--- src/rtl/sram_boot_pkg.sv ---
// Shared types and constants for the power-up SRAM loader and its pin mux.
package sram_boot_pkg;

  typedef enum logic [2:0] {
    IDLE,
    SETUP,
    STROBE,
    HOLD,
    ACK,
    WAIT_LOW,
    RELEASE,
    DONE
  } state_e;

  localparam int BYTES_PER_WORD     = 4;
  localparam int WRITE_PHASE_CYCLES = 3;

  // Byte 0 is the least significant byte and is written first.
  function automatic logic [7:0] byte_sel(input logic [31:0] word, input logic [1:0] idx);
    return word[8*idx +: 8];
  endfunction

endpackage

--- src/rtl/boot_sram_mux.sv ---
// SRAM pin select: the loader owns the pins until the ROM images are in place,
// after which the core drives them and sees read data.
module boot_sram_mux (
  input  logic        sel_core,
  input  logic [20:0] ld_addr,
  input  logic [7:0]  ld_data,
  input  logic        ld_oe,
  input  logic        ld_we_n,
  input  logic [20:0] core_addr,
  input  logic [7:0]  core_dout,
  input  logic        core_we_n,
  input  logic [7:0]  sram_data_in,
  output logic [20:0] sram_addr,
  output logic [7:0]  sram_data_out,
  output logic        sram_data_oe,
  output logic        sram_we_n,
  output logic [7:0]  core_din
);

  always_comb begin
    if (sel_core) begin
      sram_addr     = core_addr;
      sram_data_out = core_dout;
      sram_data_oe  = ~core_we_n;
      sram_we_n     = core_we_n;
      core_din      = sram_data_in;
    end else begin
      sram_addr     = ld_addr;
      sram_data_out = ld_data;
      sram_data_oe  = ld_oe;
      sram_we_n     = ld_we_n;
      core_din      = 8'hFF;
    end
  end

endmodule

--- src/rtl/sram_boot_arbiter.sv ---
// Power-up loader: copies the boot word stream into SRAM at ROM_BASE, then hands
// the SRAM to the CPC core and releases its reset after RELEASE_DELAY cycles.
module sram_boot_arbiter
  import sram_boot_pkg::*;
#(
  parameter logic [20:0] ROM_BASE      = 21'h040000,
  parameter int unsigned LOAD_BYTES    = 49152,
  parameter int unsigned RELEASE_DELAY = 16
) (
  input  logic        ck16,
  input  logic        pown_reset_n,
  input  logic [31:0] host_bootdata,
  input  logic        host_bootdata_req,
  output logic        host_bootdata_ack,
  output logic        host_rom_initialised,
  output logic        core_reset_n,
  input  logic [20:0] core_sram_addr,
  input  logic [7:0]  core_sram_dout,
  input  logic        core_sram_we_n,
  output logic [7:0]  core_sram_din,
  output logic [20:0] sram_addr,
  output logic [7:0]  sram_data_out,
  output logic        sram_data_oe,
  input  logic [7:0]  sram_data_in,
  output logic        sram_we_n,
  output state_e      dbg_state
);

  // Boot handshake: req is a level meaning "host_bootdata holds a word"; it is
  // only sampled in IDLE. ack pulses one cycle once all bytes of the word are
  // written, and the loader then waits for req to drop before taking another.

  state_e      state_q, state_d;
  logic [31:0] word_q, word_d;
  logic [1:0]  k_q, k_d;
  logic [31:0] cnt_q, cnt_d, cnt_inc;
  logic [31:0] rel_q, rel_d;
  logic        ack_q, ack_d;
  logic        init_q, init_d;
  logic        core_rst_n_q, core_rst_n_d;
  logic        we_n_q, we_n_d;
  logic        oe_q, oe_d;
  logic [20:0] addr_q, addr_d;
  logic [7:0]  data_q, data_d;

  assign cnt_inc = cnt_q + 32'd1;

  always_comb begin
    state_d      = state_q;
    word_d       = word_q;
    k_d          = k_q;
    cnt_d        = cnt_q;
    rel_d        = rel_q;
    ack_d        = 1'b0;
    init_d       = init_q;
    core_rst_n_d = core_rst_n_q;
    we_n_d       = 1'b1;
    oe_d         = oe_q;
    addr_d       = addr_q;
    data_d       = data_q;
    case (state_q)
      IDLE: begin
        if (cnt_q >= LOAD_BYTES) begin
          state_d = RELEASE;
          init_d  = 1'b1;
          oe_d    = 1'b0;
        end else if (host_bootdata_req) begin
          word_d  = host_bootdata;
          k_d     = 2'd0;
          addr_d  = ROM_BASE + cnt_q[20:0];
          data_d  = host_bootdata[7:0];
          oe_d    = 1'b1;
          state_d = SETUP;
        end
      end
      SETUP: begin
        we_n_d  = 1'b0;
        state_d = STROBE;
      end
      STROBE: state_d = HOLD;
      HOLD: begin
        cnt_d = cnt_inc;
        // Bytes past LOAD_BYTES in the final word are dropped, never strobed.
        if (k_q != 2'(BYTES_PER_WORD - 1) && cnt_inc < LOAD_BYTES) begin
          k_d     = k_q + 2'd1;
          addr_d  = ROM_BASE + cnt_inc[20:0];
          data_d  = byte_sel(word_q, k_q + 2'd1);
          state_d = SETUP;
        end else begin
          ack_d   = 1'b1;
          oe_d    = 1'b0;
          state_d = ACK;
        end
      end
      ACK:      state_d = WAIT_LOW;
      WAIT_LOW: if (!host_bootdata_req) state_d = IDLE;
      RELEASE: begin
        if (rel_q + 32'd1 >= RELEASE_DELAY) begin
          core_rst_n_d = 1'b1;
          state_d      = DONE;
        end else begin
          rel_d = rel_q + 32'd1;
        end
      end
      DONE:    state_d = DONE;
      default: state_d = IDLE;
    endcase
  end

  always_ff @(posedge ck16 or negedge pown_reset_n) begin
    if (!pown_reset_n) begin
      state_q      <= IDLE;
      word_q       <= 32'd0;
      k_q          <= 2'd0;
      cnt_q        <= 32'd0;
      rel_q        <= 32'd0;
      ack_q        <= 1'b0;
      init_q       <= 1'b0;
      core_rst_n_q <= 1'b0;
      we_n_q       <= 1'b1;
      oe_q         <= 1'b0;
      addr_q       <= ROM_BASE;
      data_q       <= 8'd0;
    end else begin
      state_q      <= state_d;
      word_q       <= word_d;
      k_q          <= k_d;
      cnt_q        <= cnt_d;
      rel_q        <= rel_d;
      ack_q        <= ack_d;
      init_q       <= init_d;
      core_rst_n_q <= core_rst_n_d;
      we_n_q       <= we_n_d;
      oe_q         <= oe_d;
      addr_q       <= addr_d;
      data_q       <= data_d;
    end
  end

  assign host_bootdata_ack    = ack_q;
  assign host_rom_initialised = init_q;
  assign core_reset_n         = core_rst_n_q;
  assign dbg_state            = state_q;

  boot_sram_mux u_mux (
    .sel_core      (init_q),
    .ld_addr       (addr_q),
    .ld_data       (data_q),
    .ld_oe         (oe_q),
    .ld_we_n       (we_n_q),
    .core_addr     (core_sram_addr),
    .core_dout     (core_sram_dout),
    .core_we_n     (core_sram_we_n),
    .sram_data_in  (sram_data_in),
    .sram_addr     (sram_addr),
    .sram_data_out (sram_data_out),
    .sram_data_oe  (sram_data_oe),
    .sram_we_n     (sram_we_n),
    .core_din      (core_sram_din)
  );

endmodule

--- config.mk ---
export PLATFORM = sky130hd
export DESIGN_NAME = sram_boot_arbiter
export DESIGN_NICKNAME = d
export VERILOG_FILES = /design/src/rtl/sram_boot_pkg.sv /design/src/rtl/boot_sram_mux.sv /design/src/rtl/sram_boot_arbiter.sv
export SDC_FILE = /design/constraint.sdc
export NUM_CORES = 1
export LEC_CHECK = 0
export CORE_MARGIN = 2
export CORE_UTILIZATION = 48
export DETAILED_ROUTE_END_ITERATION = 12
export PLACE_DENSITY_LB_ADDON = 0.15
export SLEW_MARGIN = 25
export SYNTH_ARGS = -nofsm -noshare
export SYNTH_HDL_FRONTEND = slang
export SYNTH_HIERARCHICAL = 1
export SYNTH_SLANG_ARGS = --single-unit
--- constraint.sdc ---
create_clock -name ck16 -period 3.1 [get_ports ck16]
set_input_delay 0.31 -clock ck16 [delete_from_list [all_inputs] [get_ports ck16]]
set_output_delay 0.31 -clock ck16 [all_outputs]
set_load 0.02 [all_outputs]
Word-level counts from Yosys, hierarchy flattened. Index checks and enable logic that the tools add are counted.

Register bits after elaboration: 135. Bits in latches: 0. RAM bits: 0. Memory bits (read-only): 0. Bits of input ports: 73. Logic and storage cells: 79. Memories kept: 0.

$add $sub $neg: 5. Multipliers: 0. Divide/modulo/power cells: 0. Magnitude comparators: 3. Eq/ne operators: 15. Shifts and indexed selects: 1. Multiplexer cells: 30. Bitwise gates (word level): 3. Reduce and logical (&&, ||, !) cells: 10.

Operators by type and width (count): 2-to-1 mux 21 bit (4); adder 32 x 1 -> 32 bit (second input constant) (2); adder 19 x 21 -> 21 bit (first input constant) (2); case mux 21 bit (2 select lines) (1); 2-to-1 mux 8 bit (5); >= comparator 32 x 16 -> 1 bit (second input constant) (1); >= comparator 32 x 5 -> 1 bit (second input constant) (1); less-than comparator 32 x 16 -> 1 bit (second input constant) (1); indexed part select 32 x 6 -> 8 bit (1); case mux 3 bit (8 select lines) (1); case mux 8 bit (2 select lines) (1); 2-to-1 mux 3 bit (5); != test 2 bit (second input constant) (7); equality test 3 bit (second input constant) (4); AND reduction 3 bit (3); 2-to-1 mux 1 bit (8); equality test 3 x 2 -> 1 bit (second input constant) (2); 2-to-1 mux 2 bit (3); AND reduction 2 bit (3); case mux 2 bit (2 select lines) (1); AND reduction 4 bit (1); equality test 3 x 1 -> 1 bit (second input constant) (1); zero test 3 bit (1); != test 3 bit (second input constant) (1); other kinds (5) (7).

Logic depth before layout (Yosys ltp).
Depth after elaboration: 5. Depth in mapped cells: 11. Gate-level depth less buffers: 9.

Modules after synthesis. Netlist, hierarchy kept.

Modules (own cells, without submodules): sram_boot_arbiter (instances 1, cells each 593, area each 6618.8 um^2, seq. area each 3380.7 um^2); boot_sram_mux (instances 1, cells each 44, area each 471.7 um^2, seq. area each 0.0 um^2).

Worst setup path after synthesis. Ideal clock, no wire load.

Path type: reg2reg. Start point: register cnt_q[9]. End point: register addr_q[10]. Library setup time: 125 ps. Arrival: 3067 ps. Required time: 2975 ps. Setup slack: -92 ps. Cell stages (with the launch flop): 12. Clock period less this slack: 3192 ps. Path through: dfrtp_1 nand4_2 or3_1 buf_2 or4_1 or4b_1 a211oi_2 nand3_2 and2_4 buf_6 buf_6 mux2_4.

Longest elaborated chain between the ends: 5. Elaborated cells between the ends (all ways): 13. Classes of those cells: add/sub (3); order compare (2); eq/ne (2); mux (4); reduce/logical (2).

Ends and longest elaborated chain: start: declaration (RTL line sram_boot_arbiter.sv:36) `logic [31:0] cnt_q, cnt_d, cnt_inc;`; start signal: assignment (RTL line sram_boot_arbiter.sv:128) `cnt_q <= cnt_d;`; adder 32 x 1 -> 32 bit (RTL line sram_boot_arbiter.sv:46) `assign cnt_inc = cnt_q + 32'd1;`; less-than comparator 32 x 16 -> 1 bit (RTL line sram_boot_arbiter.sv:84) `if (k_q != 2'(BYTES_PER_WORD - 1) && cnt_inc < LOAD_BYTES) begin`; logical AND 1 bit (RTL line sram_boot_arbiter.sv:84); != test 2 bit (no line); AND reduction 4 bit (no line); end signal: assignment (RTL line sram_boot_arbiter.sv:135) `addr_q <= addr_d;`; end: declaration (RTL line sram_boot_arbiter.sv:43) `logic [20:0] addr_q, addr_d;`.

Several ways; a longest one is shown, not always the timed one. The select of a mux whose other input is x is not followed. A chain may end at the register's enable or synchronous reset.

Worst setup path after layout.
Start point: register rel_q[0]. End point: register rel_q[1].

Longest elaborated chain between the ends: 4.

Ends and longest elaborated chain: start: declaration (RTL line sram_boot_arbiter.sv:37) `logic [31:0] rel_q, rel_d;`; start signal: assignment (RTL line sram_boot_arbiter.sv:129) `rel_q <= rel_d;`; adder 32 x 1 -> 32 bit * (RTL line sram_boot_arbiter.sv:98, sram_boot_arbiter.sv:102); >= comparator 32 x 5 -> 1 bit (RTL line sram_boot_arbiter.sv:98) `if (rel_q + 32'd1 >= RELEASE_DELAY) begin`; NOT 1 bit (no line); AND reduction 2 bit (no line).

Mark *: on every way between the ends. The rest lies on a longest branch, timed or not.

==> impl_metrics.env <==
export IMPL_globalplace_congestion=0.868
export IMPL_nets=855
export IMPL_timing_final_crit_period_ns=3.00
export IMPL_design_area_sq_um=9260
export IMPL_netlist_top_cells_area="dfrtp_1 (47%), mux2_2 (8.4%), mux2_4 (4.4%), xnor2_1 (3.8%), mux4_2 (2.5%)"
export IMPL_ys_warn_count=6
export IMPL_yosysTopAreaCell="dfrtp_1"
export IMPL_fillerInstances=1151
export IMPL_critPathMaxStageDelay_ns=0.50
export IMPL_setup_violations=0
export IMPL_drt_wirelength_per_cell_microns=16.8
export IMPL_timing_rr_start="rel_q[0]"
export IMPL_initial_core_util=0.490
export IMPL_critPathKind="register to register"
export IMPL_synth_area_sq_um=7090
export IMPL_status="complete, no violations"
export IMPL_grt_pass1_vias=5358
export IMPL_area_delta_synth_final_pct=30.7
export IMPL_slowest_stage="or4b_1"
export IMPL_design_power_total_mw=6.29
export IMPL_hold_start="addr_q[20]"
export IMPL_die_area_sq_um=15800
export IMPL_place_hpwl_microns=11300
export IMPL_overflow=0
export IMPL_layout_drive_gt1_share=0.223
export IMPL_syn_inst=637
export IMPL_worstReg2RegEnd="rel_q[1]"
export IMPL_grt_pass1_wl_microns=26900
export IMPL_grt_max_degree=94
export IMPL_cts_tree="done"
export IMPL_clk_pin_slew_ns=0.06
export IMPL_ir_drop_mv=0.460
export IMPL_cts_root_buf="clkbuf_16"
export IMPL_syn_avg_cell_area_sq_um=11.1
export IMPL_synth_flop_cell="dfrtp_1"
export IMPL_hold_end="addr_q[20]"
export IMPL_drt_iter0_markers=357
export IMPL_skew_ns=0.0108
export IMPL_p_per_area_nw_per_um2=679
export IMPL_htreeDepth=4
export IMPL_vias=5383
export IMPL_reg2reg_slack_ns=0.1
export IMPL_synth_top_area_share=0.469
export IMPL_synth_distinct_cells=64
export IMPL_start_kind="register"
export IMPL_slew_violations=0
export IMPL_fin_cells=974
export IMPL_drt_first_pass_iters=4
export IMPL_num_rows=44
export IMPL_dp_cells=935
export IMPL_worst_slew_pin_slew_ns=0.839
export IMPL_holdCritPathClass="register to register"
export IMPL_worstPathCellList="ha_4 > nand3_2 > or4_4 > or4b_1 > o311ai_0 > nand4_1 > a211o_1 > nor3_4 > mux2_2"
export IMPL_reg2regPathDepth=9
export IMPL_postPlaceCellArea_sq_um=8590
export IMPL_worstPathMaxFanout=5
export IMPL_synth_nets=715
export IMPL_worstSetupEndpointType="register"
export IMPL_port_buffers=117
export IMPL_hold_slack_ns=0.489
export IMPL_num_antenna_cells=0
export IMPL_coreArea_sq_um=14500
export IMPL_crit_arrival_ns=3.30
export IMPL_fmax_mhz=333
export IMPL_ys_seq_area_frac=0.477
export IMPL_post_route_util=0.640
export IMPL_globalRouteTotalUtil=0.211
export IMPL_ant_nets=0
export IMPL_maxSlewHeadroom=0.441
export IMPL_drt_wl_total_microns=16400
export IMPL_die_width_microns=126
export IMPL_io_pins=118
export IMPL_die_h_microns=126
export IMPL_async_flop_share=1.00
export IMPL_finalCritPeriodShare=0.968
export IMPL_worstPathRequired_ns=3.40
export IMPL_hold_viol=0
export IMPL_drc_errors=0
export IMPL_drv_cap=0
export IMPL_leakage_nw=4.01
export IMPL_clock_path_buffers=2
export IMPL_vias_per_cell=5.53
export IMPL_clock_latency_ns=0.42
export IMPL_cts_buffers_inserted=17
export IMPL_ys_seq_elements=135
export IMPL_min_path_cells=1
export IMPL_numClockSinks=135
export IMPL_synth_edf_count=0
export IMPL_antenna_found_initial=0
## where the power goes
group	switching, mW	leakage, nW	internal, mW
combinational	0.899	1.97	1.05
sequential	0.267	1.77	2.15
clock	0.815	0.268	1.12
total	1.98	4.01	4.31
## routing by layer
layer,part of all wire,up-vias,track usage
met5,0,-,0
met4,0.019,0,0.0712
met3,0.041,24,0.0471
met2,0.48,158,0.337
met1,0.46,2619,0.287
li1,-,2582,-
## layout make-up
type,count,area (sq um),share of cell area
clock buffers,17,425,0.0459
clock inverters,15,146,0.0158
inverters,24,90.1,0.00972
multi-input cells,444,3510,0.379
flip-flops and latches,135,3380,0.365
well taps,184,230,0.0249
repair buffers,155,1480,0.160
## synthesized netlist by cell type (3+ instances only)
library cell,count
nand2b_1,11
and4_1,3
or4_1,6
nand2_1,33
buf_2,4
mux2_1,7
mux4_2,8
ha_1,5
nor2_1,32
o21ai_0,5
a311oi_1,6
and3_1,7
mux2_2,53
inv_1,24
nand3b_1,3
dfrtp_1,133
or3_1,7
buf_6,5
xor2_1,14
nand4_1,22
buf_1,3
nor2b_1,24
nor3_1,16
nand3_1,25
nor4_1,18
mux2_4,21
clkbuf_1,23
xnor2_1,31
mux2i_1,5
and2_1,9
a31oi_1,7
o22ai_1,8
a21oi_1,15
## cell usage in the layout, fill, tap and decap left out, types with 4 or more instances in the layout
master           instances
nand3_1                 23
or4_1                    5
nand2_1                 33
a21oi_1                 15
nand4_1                 22
dfrtp_1                130
inv_1                   24
buf_4                   34
mux4_2                   8
nand2b_1                11
o21ai_0                  5
nor2b_1                 24
mux2_4                  21
a31oi_1                  7
mux2_1                   7
nor3_1                  15
clkbuf_16               17
clkinv_4                 5
xnor2_1                 31
nor2_1                  32
and3_1                   7
mux2i_1                  5
o22ai_1                  8
and2_1                   9
ha_1                     4
mux2_2                  53
nor4_1                  17
clkdlybuf4s50_1        116
xor2_1                  14
clkinvlp_4               4
a311oi_1                 6
or3_1                    7
## cells by family (layout without fill, tap and decap cells)
kind of cell,Yosys count,in the layout,synth area share
AND/OR/NAND/NOR,231,232,0.183
flip-flops,135,135,0.477
multiplexers,94,94,0.172
AO/OA/AOI/OAI,68,68,0.0663
buffers and inverters,59,211,0.0372
XOR/XNOR,45,45,0.0556
adder cells (fa/ha/maj),5,5,0.00882
## worst max path at each step
stage	slack [ns]	from	cells past startpoint	to
6_report	0.1	rel_q[0]	9	rel_q[1]
3_5_place_dp	0.09	cnt_q[10]	8	addr_q[5]
3_3_place_gp	0.17	cnt_q[10]	8	addr_q[5]
5_1_grt	-0.02	rel_q[6]	8	rel_q[1]
4_1_cts	0.07	rel_q[0]	10	rel_q[0]
2_1_floorplan	-0.04	cnt_q[10]	11	addr_q[10]
## repair_timing
action,in CTS,in global routing
hold buffers,1,0
endpoints found under the setup margin,0,59
gates resized for setup,0,11
hold endpoints to repair,1,0
buffers inserted,0,5
## registers in the layout (all words and copies together) (netlist names)
register              cells
cnt_q                    32
rel_q                    32
word_q                   32
addr_q                   21
data_q                    8
dbg_state                 3
k_q                       2
core_reset_n              1
host_bootdata_ack         1
host_rom_initialised      1
oe_q                      1
we_n_q                    1
## metrics by stage
step / setup TNS, ns / worst slack (ns)
global route: -0.0237 / -0.0237
floorplan: -0.375 / -0.0364
CTS: 0 / 0.0730
finish: 0 / 0.0996
detailed placement: 0 / 0.0946
global placement: 0 / 0.171
## worst max-delay path, delay by kind of cell, from the launching register on
family / cells / cell delay (ns)
simple gates: 5 / 1.42
fa+ha+maj: 1 / 0.18
flops: 1 / 0.43
mux: 1 / 0.36
compound gates: 2 / 0.47
Power figures use the tool's default switching activity.
